<file path="config.mk">
export PLATFORM = sky130hd
export DESIGN_NAME = ipml_reg_fifo_v2_0_wr_fifo
export DESIGN_NICKNAME = d
export VERILOG_FILES = /design/src/rtl/ipml_reg_fifo_v2_0_wr_fifo.sv
export SDC_FILE = /design/constraint.sdc
export NUM_CORES = 1
export LEC_CHECK = 0
export ABC_AREA = 1
export CAP_MARGIN = 10
export CORE_ASPECT_RATIO = 0.8
export CORE_MARGIN = 2
export CORE_UTILIZATION = 55
export CTS_CLUSTER_DIAMETER = 80
export CTS_CLUSTER_SIZE = 30
export DETAILED_ROUTE_END_ITERATION = 16
export GPL_TIMING_DRIVEN = 0
export PLACE_DENSITY_LB_ADDON = 0.05
export SLEW_MARGIN = 20
export SYNTH_ARGS = -nofsm -noshare
export SYNTH_HDL_FRONTEND = slang
export SYNTH_SLANG_ARGS = --single-unit
</file>
<file path="constraint.sdc">
create_clock -name clk -period 3.75 [get_ports clk]
set_input_delay 0.5625 -clock clk [delete_from_list [all_inputs] [get_ports clk]]
set_output_delay 0.5625 -clock clk [all_outputs]
set_load 0.005 [all_outputs]
</file>
<file path="src/rtl/ipml_reg_fifo_v2_0_wr_fifo.sv">
// ipml_reg_fifo_v2_0_wr_fifo
// Register-based FIFO with valid/ready handshakes on both sides. DEPTH must be
// a power of two (>= 2). The block reports occupancy (level) and an almost_full
// flag, and a synchronous flush clears it.
//
// Optional build macro: IPML_REG_FIFO_OUT_REG_EN
//   undefined : data_out is a combinational mux of the array at the read pointer
//   defined   : data_out comes from a dedicated register that is preloaded with
//               the next head word
// Handshakes, level and flags are cycle-identical in both builds. In both builds
// data_out reads as zero whenever the FIFO is empty, which also makes it zero
// after reset.
module ipml_reg_fifo_v2_0_wr_fifo #(
  parameter int W        = 8,
  parameter int DEPTH    = 4,
  parameter int AF_LEVEL = DEPTH - 1,
  parameter int AW       = $clog2(DEPTH)
) (
  input  logic          clk,
  input  logic          rst_n,
  input  logic          flush,
  input  logic          data_in_valid,
  input  logic [W-1:0]  data_in,
  output logic          data_in_ready,
  input  logic          data_out_ready,
  output logic [W-1:0]  data_out,
  output logic          data_out_valid,
  output logic [AW:0]   level,
  output logic          almost_full
);

  localparam logic [AW:0] LVL_FULL = (AW+1)'(DEPTH);
  localparam logic [AW:0] LVL_AF   = (AW+1)'(AF_LEVEL);
  localparam logic [AW:0] PTR_ZERO = {(AW+1){1'b0}};
  localparam logic [AW:0] PTR_ONE  = {{AW{1'b0}}, 1'b1};

  logic [W-1:0] mem_r [DEPTH];
  logic [AW:0]  wptr_r;
  logic [AW:0]  rptr_r;
  logic [AW:0]  level_r;
  logic         almost_full_r;

  logic [AW:0]  wptr_nxt_s;
  logic [AW:0]  rptr_nxt_s;
  logic [AW:0]  level_nxt_s;
  logic         fifo_write_s;
  logic         fifo_read_s;
  logic         in_ready_s;
  logic         out_valid_s;

  // Handshake qualifiers: flush masks both sides, ready never looks at the read side.
  always_comb begin
    in_ready_s   = ~flush & (level_r != LVL_FULL);
    out_valid_s  = ~flush & (level_r != PTR_ZERO);
    fifo_write_s = data_in_valid & in_ready_s;
    fifo_read_s  = out_valid_s & data_out_ready;
  end

  assign data_in_ready  = in_ready_s;
  assign data_out_valid = out_valid_s;
  assign level          = level_r;
  assign almost_full    = almost_full_r;

  // Next pointer and occupancy values; flush takes priority over all traffic.
  always_comb begin
    wptr_nxt_s  = wptr_r;
    rptr_nxt_s  = rptr_r;
    level_nxt_s = level_r;
    if (flush) begin
      wptr_nxt_s  = PTR_ZERO;
      rptr_nxt_s  = PTR_ZERO;
      level_nxt_s = PTR_ZERO;
    end else begin
      if (fifo_write_s) begin
        wptr_nxt_s = wptr_r + PTR_ONE;
      end else begin
        wptr_nxt_s = wptr_r;
      end
      if (fifo_read_s) begin
        rptr_nxt_s = rptr_r + PTR_ONE;
      end else begin
        rptr_nxt_s = rptr_r;
      end
      case ({fifo_write_s, fifo_read_s})
        2'b10:   level_nxt_s = level_r + PTR_ONE;
        2'b01:   level_nxt_s = level_r - PTR_ONE;
        default: level_nxt_s = level_r;
      endcase
    end
  end

  // Pointer, level and almost_full state registers.
  always_ff @(posedge clk or negedge rst_n) begin
    if (!rst_n) begin
      wptr_r        <= PTR_ZERO;
      rptr_r        <= PTR_ZERO;
      level_r       <= PTR_ZERO;
      almost_full_r <= 1'b0;
    end else begin
      wptr_r        <= wptr_nxt_s;
      rptr_r        <= rptr_nxt_s;
      level_r       <= level_nxt_s;
      almost_full_r <= (level_nxt_s >= LVL_AF);
    end
  end

  // Storage array; contents are never reset and survive flush.
  always_ff @(posedge clk) begin
    if (fifo_write_s) begin
      mem_r[wptr_r[AW-1:0]] <= data_in;
    end
  end

`ifdef IPML_REG_FIFO_OUT_REG_EN
  logic [W-1:0] dout_r;
  logic [W-1:0] dout_nxt_s;

  // Next head word: a same-cycle write into the next head slot bypasses the array.
  always_comb begin
    dout_nxt_s = {W{1'b0}};
    if (level_nxt_s == PTR_ZERO) begin
      dout_nxt_s = {W{1'b0}};
    end else if (fifo_write_s && (wptr_r[AW-1:0] == rptr_nxt_s[AW-1:0])) begin
      dout_nxt_s = data_in;
    end else begin
      dout_nxt_s = mem_r[rptr_nxt_s[AW-1:0]];
    end
  end

  // Output data register, reloaded every edge.
  always_ff @(posedge clk or negedge rst_n) begin
    if (!rst_n) begin
      dout_r <= {W{1'b0}};
    end else begin
      dout_r <= dout_nxt_s;
    end
  end

  assign data_out = dout_r;
`else
  logic [W-1:0] dout_s;

  // Head word straight from the array; forced to zero while empty.
  always_comb begin
    dout_s = {W{1'b0}};
    if (level_r != PTR_ZERO) begin
      dout_s = mem_r[rptr_r[AW-1:0]];
    end else begin
      dout_s = {W{1'b0}};
    end
  end

  assign data_out = dout_s;
`endif

endmodule

</file>
==> flow_summary.ini, run 1 <==
[run]
cap_violations = 0

[die]
die_w_um = 67.5
die_y_um = 54.8
die_area_sq_mm = 0.00370
rows = 18
design.core.area_sq_mm = 0.00309
start_util = 0.575
ios = 27

[timing]
max_slew.worst_pin.slew_ns = 0.851
rsz0062_at_grt = false
hold_viol = 0
period_needed_ns = 2.65
drv_slew = 0
slew_headroom = 0.431
clock_skew_ns = 0.00808
fin_crit_sh = 0.707
fmax_mhz = 377
fin_setup_tns_ns = 0
setup_viol = 0

[logic_synthesis]
avgSynthCellArea_sq_um = 11.0
synth_compound_area_frac = 0.0846
syn_area_sq_mm = 0.00177
yosys.cell_types.count = 21
synthAdderAreaFrac = 0.0465
muxShareOfSynthArea = 0
synth.yosys.seq_area_share = 0.654
synth_cells = 161
ys_ff_latch = 40
yosys_most_used_dff = edfxtp_1
syn_nets = 180
netlist_top_cells_area = edfxtp_1, dfrtp_1, nor2_1
synth_area_leader_cell = edfxtp_1
synth.top_cells.by_count = nor2_1, edfxtp_1, inv_1
netlist.area_leader.share = 0.542
synth_top_family_by_area = simple AND/OR/NAND/NOR gates
yosysWarnings = 0
synth-simple-area-share = 0.140
synth_most_common_cell = nor2_1
synthXorXnorAreaFrac = 0.00494
synth-edff-count = 32
synth-async-reset-ratio = 0.200

[power]
p_leak_nw = 0.857
finalPower_mw = 0.990
peakVddDrop_v = 0.000336
p_per_area_mw_per_mm2 = 457

[cells_and_area]
design_area_sq_mm = 0.00217
antenna_cells = 0
final-seq-area_sq_mm = 0.00116
multi_input_area_sq_um = 490
layout-drive-gt1-share = 0.0667
nets = 213
fillers = 239
fin_util = 0.702
area_growth_pct = 22.1

[detailed_routing]
wl_per_cell_um = 14.7
drt_wl_total_um = 3460
remaining_drc_errors = 0
drt_iter0_markers = 111
antenna_left = 0
vias = 1215
first_pass_iters = 4
vias_per_cell = 5.17

[global_routing]
grt_overflow_total = 0
grt_pass1_vias = 1161
track_usage = 0.218
grt_pass1_wl_um = 5470
grt_start_max_net_pins = 13
antenna_found_initial = 0

[placed_design]
place.gp.congestion = 0.740
portBuffers = 26
place_hpwl_um = 2370
place_area_sq_mm = 0.00208

[cts]
numCtsBuffers = 5
ctsLongestPathBuffers = 2
h-tree-depth = 2
hold_buffers = 0
clkLatencyLatePin_ns = 0.29
cts_resized = 0
root_buffer = clkbuf_8
postCtsSetupRepairBufs = 0
cts_tree = built
clk_pin_slew_worst_paths_ns = 0.07
cts_sinks = 40

[min_path]
min_path_type = input pin to asynchronous set/reset pin

[critical_path]
critPathLaunchType = register
arrival_ns = 2.09
crit_chain = inv_1 > nand3_1 > clkinv_1 > a21oi_1 > clkdlybuf4s50_1
cpPeakStageDelay_ns = 0.55
crit_fanout = 9
slowest_stage = clkdlybuf4s50_1
path_class = register to output port
cp.required_ns = 3.19
cp-end-kind = output port

[run_status]
status = completed
## layer usage
layer / part of all wire / up-vias / track usage
li1: - / 610 / -
met1: 0.47 / 574 / 0.270
met2: 0.49 / 28 / 0.366
met3: 0.038 / 3 / 0.0617
met4: 0.0081 / 0 / 0.0850
met5: 0 / - / 0
## state kept, by name, summed over array words and instances (netlist names)
register and flops:
mem_r 32, level 3, rptr_r 2, almost_full 1, wptr_r 2
## logic make-up (layout without fill, tap and decap cells)
logic type / after synthesis / in the layout
XOR/XNOR: 1 / 1
AND/OR/NAND/NOR: 61 / 61
buffers and inverters: 24 / 58
AO/OA/AOI/OAI: 29 / 29
flip-flops: 40 / 40
adder cells (fa/ha/maj): 6 / 6
## per-stage QoR
stage          hold slack [ns]  setup slack, ns  instances
5_1_grt                  0.576            0.950        235
2_1_floorplan            0.267             1.75        161
4_1_cts                  0.567             1.13        235
3_5_place_dp             0.567             1.11        227
6_report                 0.564             1.10        235
3_3_place_gp             0.545             1.15        227
## critical path: cells and delay by family, from the launching register on
family,cells,cell delay (ns)
DFF,1,0.44
buffers and inverters,3,0.96
AOI/OAI and AO/OA,1,0.28
and+or+nand+nor,1,0.12
## power by group
| group | internal [mW] | switching [mW] | total [mW] |
|---|---|---|---|
| combinational | 0.0995 | 0.110 | 0.209 |
| sequential | 0.502 | 0.0123 | 0.514 |
| clock | 0.130 | 0.135 | 0.266 |
| total | 0.732 | 0.258 | 0.990 |
## final timing paths
| check | slack [ns] | to | cells past startpoint | from |
|---|---|---|---|---|
| worst max-delay path | 1.10 | data_out[7] | 5 | level[0]$_DFF_PN0_ |
| worst min register to register | 0.57 | wptr_r[1]$_DFFE_PN0P_ | 2 | wptr_r[1]$_DFFE_PN0P_ |
| worst min-delay path | 0.56 | level[2]$_DFF_PN0_ | 1 | rst_n |
| max in group asynchronous | 2.90 | wptr_r[0]$_DFFE_PN0P_ | 1 | rst_n |
| min in group clk | 0.57 | wptr_r[1]$_DFFE_PN0P_ | 2 | wptr_r[1]$_DFFE_PN0P_ |
| worst max register to register | 1.59 | almost_full$_DFF_PN0_ | 11 | level[0]$_DFF_PN0_ |
## cell usage in the layout (no fill, tap or decap)
master           instances
a21oi_1                  9
clkbuf_1                 2
a31oi_1                  1
buf_6                    1
nand3_1                 10
clkinv_2                 1
edfxtp_1                32
o21ai_0                 11
xor2_1                   1
clkdlybuf4s50_1         26
clkbuf_8                 5
nor2_1                  37
ha_1                     5
buf_4                    2
inv_2                    1
fa_1                     1
inv_1                   17
nand2_1                 11
o21ai_1                  7
a21oi_2                  1
buf_12                   1
clkinv_1                 1
dfrtp_1                  8
nand4_1                  3
buf_2                    1
## cell type report
cell class	count	area share
Sequential cell	40	0.536
Tap cell	40	0.0231
Clock buffer	7	0.0352
Buffer	5	0.0237
Inverter	19	0.0329
Multi-Input combinational cell	97	0.226
Timing Repair Buffer	26	0.120
Clock inverter	1	0.00231
No activity file was read; power rests on OpenSTA's default activity.
==> inputs of run 2 (changes only) <==
Settings changed: CORE_UTILIZATION 55 to 47.
Clock period 3.75 ns to 2.15 ns, I/O delays scaled along.
==> run 2 against run 1 <==
Net effect: flip-flop and latch count unchanged; highest routed layer unchanged; largest cell class unchanged; utilization shrank 5.8 points; wire length is 8.5% higher; count of clock-buffer cells in the layout shrank 2.
==> flow_summary.ini, run 2 (synthesis results as in run 1) <==
[detailed_routing]
antenna_left = 0
vias = 1262
remaining_drc_errors = 0
drt_wl_total_um = 3760
drt_iter0_markers = 144
vias_per_cell = 5.15
first_pass_iters = 4
wl_per_cell_um = 15.3

[die]
ios = 27
die_y_um = 59.0
rows = 19
design.core.area_sq_mm = 0.00352
start_util = 0.504
die_w_um = 72.7
die_area_sq_mm = 0.00429

[global_routing]
grt_overflow_total = 0
grt_start_max_net_pins = 14
antenna_found_initial = 0
grt_pass1_wl_um = 5900
grt_pass1_vias = 1185
track_usage = 0.198

[timing]
hold_viol = 0
setup_viol = 0
clock_skew_ns = 0.00750
slew_headroom = 0.413
holdWs_ns = 0.308
drv_slew = 0
fin_crit_sh = 0.946
period_needed_ns = 2.03
rsz0062_at_grt = false
fmax_mhz = 491
max_slew.worst_pin.slew_ns = 0.877

[power]
peakVddDrop_v = 0.000555
pwr-share-comb = 0.224
switching_power_mw = 0.506
p_per_area_mw_per_mm2 = 794
p_int_mw = 1.29
power_frac_clock = 0.278
seq_power_share = 0.498
p_sw_frac = 0.281
p_leak_nw = 0.976

[cells_and_area]
fin_util = 0.644
area_growth_pct = 27.6
final_common_cell = nor2_1
largest_register_ffs = 32
final_cell_mix = nor2_1, edfxtp_1, clkdlybuf4s50_1
design_area_sq_mm = 0.00226
fillers = 283
antenna_cells = 0
layout-drive-gt1-share = 0.138
nets = 221

[run_status]
status = completed

[run]
cap_violations = 0

[placed_design]
place.gp.congestion = 0.737
place_hpwl_um = 2480
place_area_sq_mm = 0.00209
portBuffers = 26

[critical_path]
cpPeakStageDelay_ns = 0.53
path_class = input pin to register
crit_fanout = 10
crit_chain = clkdlybuf4s50_1 > inv_1 > buf_4 > nand3_2 > inv_1 > ha_2 > fa_2 > o21ai_1 > a21oi_2 > nand2_1 > nand2_1
r2r_cells = 9
critPathLaunchType = input pin
arrival_ns = 2.28
cp-end-kind = register
cp.required_ns = 2.39
slowest_stage = fa_2

[cts]
root_buffer = clkbuf_8
clk_pin_slew_worst_paths_ns = 0.08
hold_buffers = 0
cts_tree = built
ctsLongestPathBuffers = 2
cts_sinks = 40
clkLatencyLatePin_ns = 0.30
numCtsBuffers = 5
h-tree-depth = 2

[min_path]
min_path_type = input pin to asynchronous set/reset pin
run 2: final cells by class:
cell class,instances,area (sq um),share of cell area
multi-input cells,97,510,0.225
well taps,42,52.6,0.0232
clock buffers,5,68.8,0.0304
repair buffers,34,325,0.144
clock inverters,3,18.8,0.00829
inverters,19,76.3,0.0337
plain buffers,5,51.3,0.0227
flip-flops and latches,40,1160,0.513
run 2: repair_timing:
action | in CTS | in global routing
endpoints found under the hold margin | 0 | 0
gates resized for setup | 9 | 7
buffers inserted | 6 | 2
endpoints found under the setup margin | 10 | 6
run 2: layer usage:
| layer | global-route usage | vias to the layer above | share of wire |
|---|---|---|---|
| met3 | 0.0479 | 7 | 0.034 |
| met4 | 0.119 | 0 | 0.027 |
| met5 | 0 | - | 0 |
| met1 | 0.254 | 596 | 0.47 |
| met2 | 0.306 | 29 | 0.47 |
| li1 | - | 630 | - |
run 2: path summary, 6_finish.rpt:
| kind | end | start | slack (ns) |
|---|---|---|---|
| min in group clk | wptr_r[1]$_DFFE_PN0P_ | wptr_r[1]$_DFFE_PN0P_ | 0.58 |
| max in group asynchronous | level[0]$_DFF_PN0_ | rst_n | 1.55 |
| min | wptr_r[0]$_DFFE_PN0P_ | rst_n | 0.31 |
| max reg2reg | almost_full$_DFF_PN0_ | level[1]$_DFF_PN0_ | 0.12 |
| max | almost_full$_DFF_PN0_ | flush | 0.12 |
| min reg2reg | wptr_r[1]$_DFFE_PN0P_ | wptr_r[1]$_DFFE_PN0P_ | 0.58 |
run 2: metrics by stage:
stage	setup slack, ns	setup TNS [ns]	power, mW	instances
detailed placement	-0.293	-1.69	1.28	229
global route	0.00569	0	1.89	245
global placement	-0.231	-1.25	1.27	229
CTS	0.00624	0	1.79	243
floorplan	0.252	0	1.10	161
finish	0.115	0	1.80	245
run 2: worst max-delay path, delay by kind of cell:
family / cells / cell delay, ns
compound gates: 2 / 0.19
fa+ha+maj: 2 / 0.74
buf+inv: 4 / 0.81
simple gates: 3 / 0.22
run 2: power by group through the flow:
| stage | Sequential [mW] | Combinational [mW] | Clock [mW] |
|---|---|---|---|
| 2_1_floorplan | 0.910 | 0.191 | 0 |
| 6_report | 0.895 | 0.403 | 0.499 |
| 3_3_place_gp | 0.911 | 0.359 | 0 |
| 4_1_cts | 0.895 | 0.395 | 0.505 |
| 3_5_place_dp | 0.915 | 0.369 | 0 |
| 5_1_grt | 0.899 | 0.447 | 0.542 |
==> inputs of run 3 (changes only) <==
Settings changed: GPL_TIMING_DRIVEN 0 to not set.
==> run 3 against run 2 <==
Net effect: wire length shrank 11%; count of clock-buffer cells in the layout is the same; critical path depth shrank 6; combinational power shrank 5.7%; clock power grew 18%; setup slack lost 0.026 ns; register-to-register slack gained 0.04 ns; power grew 3.7%; flip-flop and latch count is the same; via count shrank 3.2%; fmax shrank 1.3%; hold slack gained 0.012 ns; highest routed layer unchanged.
==> flow_summary.ini, run 3 (synthesis results as in run 1) <==
[critical_path]
cp.required_ns = 1.83
path_class = register to output port
cp-end-kind = output port
cpPeakStageDelay_ns = 0.52
arrival_ns = 1.74
crit_fanout = 20
critPathLaunchType = register
slowest_stage = clkdlybuf4s50_1
crit_buf_inv = 3
crit_chain = buf_12 > inv_6 > o21ai_0 > a21oi_1 > clkdlybuf4s50_1
cpLargestDelayFamily = buffers and inverters

[power]
power_frac_clock = 0.317
p_int_mw = 1.40
finalPower_mw = 1.86
switching_power_mw = 0.462
p_leak_nw = 1.00
p_sw_frac = 0.248
pwr-share-comb = 0.204
peakVddDrop_v = 0.000437
seq_power_share = 0.479
p_per_area_mw_per_mm2 = 810

[timing]
fin_crit_sh = 0.959
hold_viol = 0
max_slew.worst_pin.slew_ns = 0.403
rsz0062_at_grt = true
setup_viol = 0
slew_headroom = 0.731
fin_setup_tns_ns = 0
worst_slack_ns = 0.0890
fmax_mhz = 485
drv_slew = 0
period_needed_ns = 2.06
clock_skew_ns = 0.00573

[cts]
ctsLongestPathBuffers = 2
hold_buffers = 0
root_buffer = clkbuf_8
numCtsBuffers = 5
cts_tree = built
h-tree-depth = 2
cts_sinks = 40
clk_pin_slew_worst_paths_ns = 0.08
clkLatencyLatePin_ns = 0.29

[placed_design]
place_hpwl_um = 2390
portBuffers = 26
place_ws_ns = -0.0585
place.gp.congestion = 0.867

[detailed_routing]
drt_iter0_markers = 59
wl_per_cell_um = 13.6
remaining_drc_errors = 0
vias_per_cell = 4.94
drt_wl_total_um = 3360
vias = 1221
antenna_left = 0
first_pass_iters = 4

[die]
die_y_um = 59.0
die_area_sq_mm = 0.00429
rows = 19
ios = 27
start_util = 0.504
design.core.area_sq_mm = 0.00352
die_w_um = 72.7

[cells_and_area]
nets = 223
multi_input_area_sq_um = 495
final_cell_mix = nor2_1, edfxtp_1, clkdlybuf4s50_1
area_growth_pct = 29.7
fillers = 283
antenna_cells = 0
layout-drive-gt1-share = 0.137
final_common_cell = nor2_1
final-seq-area_sq_mm = 0.00116
largest_register_ffs = 32

[run]
cap_violations = 0

[global_routing]
antenna_found_initial = 0
grt_pass1_wl_um = 5680
grt_pass1_vias = 1177
track_usage = 0.185
grt_start_max_net_pins = 21
grt_overflow_total = 0

[run_status]
status = completed

[min_path]
min_path_type = input pin to asynchronous set/reset pin
==> run 3: cell count changes in the layout (fill, tap and decap cells not counted), moves of 2 or more <==
cell and change:
clkinvlp_4 -2, nand3_2 -2, dlygate4sd2_1 -4, buf_4 +4, nand3_1 +2, clkdlybuf4s50_1 +3
==> run 3: worst reg2reg max path: cells and delay by family, from the launching register on <==
| kind | cells | cell delay (ns) |
|---|---|---|
| adders and majority gates | 2 | 0.69 |
| DFF | 1 | 0.41 |
| AOI/OAI and AO/OA | 2 | 0.22 |
| buffers and inverters | 2 | 0.22 |
| and+or+nand+nor | 4 | 0.35 |
==> run 3: power by group through the flow <==
stage / Sequential (mW) / Clock (mW) / Combinational [mW]
4_1_cts: 0.894 / 0.611 / 0.382
2_1_floorplan: 0.910 / 0 / 0.191
5_1_grt: 0.897 / 0.641 / 0.430
3_3_place_gp: 0.909 / 0 / 0.363
3_5_place_dp: 0.911 / 0 / 0.374
6_report: 0.893 / 0.590 / 0.380
==> run 3: final cells by class <==
cell class | instances | area share
Clock buffer | 5 | 0.0299
Clock inverter | 3 | 0.0185
Inverter | 19 | 0.0353
Multi-Input combinational cell | 97 | 0.215
Sequential cell | 40 | 0.505
Tap cell | 42 | 0.0228
Timing Repair Buffer | 41 | 0.173
==> run 3: what timing repair did <==
action / in CTS / in global routing
resized for setup: 3 / 10
gates cloned: 0 / 0
buffers inserted: 0 / 1
endpoints found under the setup margin: 9 / 10
pin swaps: 0 / 1
==> run 3: path summary, 6_finish.rpt <==
| path | startpoint | to | slack (ns) | cells after the start |
|---|---|---|---|---|
| min in group clk | wptr_r[1]$_DFFE_PN0P_ | wptr_r[1]$_DFFE_PN0P_ | 0.58 | 2 |
| max | rptr_r[0]$_DFFE_PN0P_ | data_out[2] | 0.09 | 5 |
| max reg2reg | level[1]$_DFF_PN0_ | almost_full$_DFF_PN0_ | 0.16 | 10 |
| min reg2reg | wptr_r[1]$_DFFE_PN0P_ | wptr_r[1]$_DFFE_PN0P_ | 0.58 | 2 |
| max in group asynchronous | rst_n | rptr_r[1]$_DFFE_PN0P_ | 1.52 | 1 |
| min | rst_n | wptr_r[1]$_DFFE_PN0P_ | 0.32 | 1 |
==> run 3: layer usage <==
| layer | vias up | part of all wire | wire length, um | GRT usage |
|---|---|---|---|---|
| met5 | - | 0 | 0 | 0 |
| met4 | 0 | 0.0080 | 27 | 0.0635 |
| met3 | 4 | 0.052 | 175 | 0.0668 |
| met2 | 29 | 0.48 | 1620 | 0.284 |
| met1 | 560 | 0.46 | 1540 | 0.245 |
| li1 | 628 | - | - | - |
==> run 3: per-stage QoR <==
stage	hold slack, ns	instance area (sq um)	utilization	cells
floorplan	0.0269	1770	-	161
global placement	0.551	2150	0.612	238
detailed placement	0.566	2150	0.612	238
CTS	0.322	2270	0.646	246
global route	0.340	2300	0.654	247
finish	0.319	2300	0.654	247
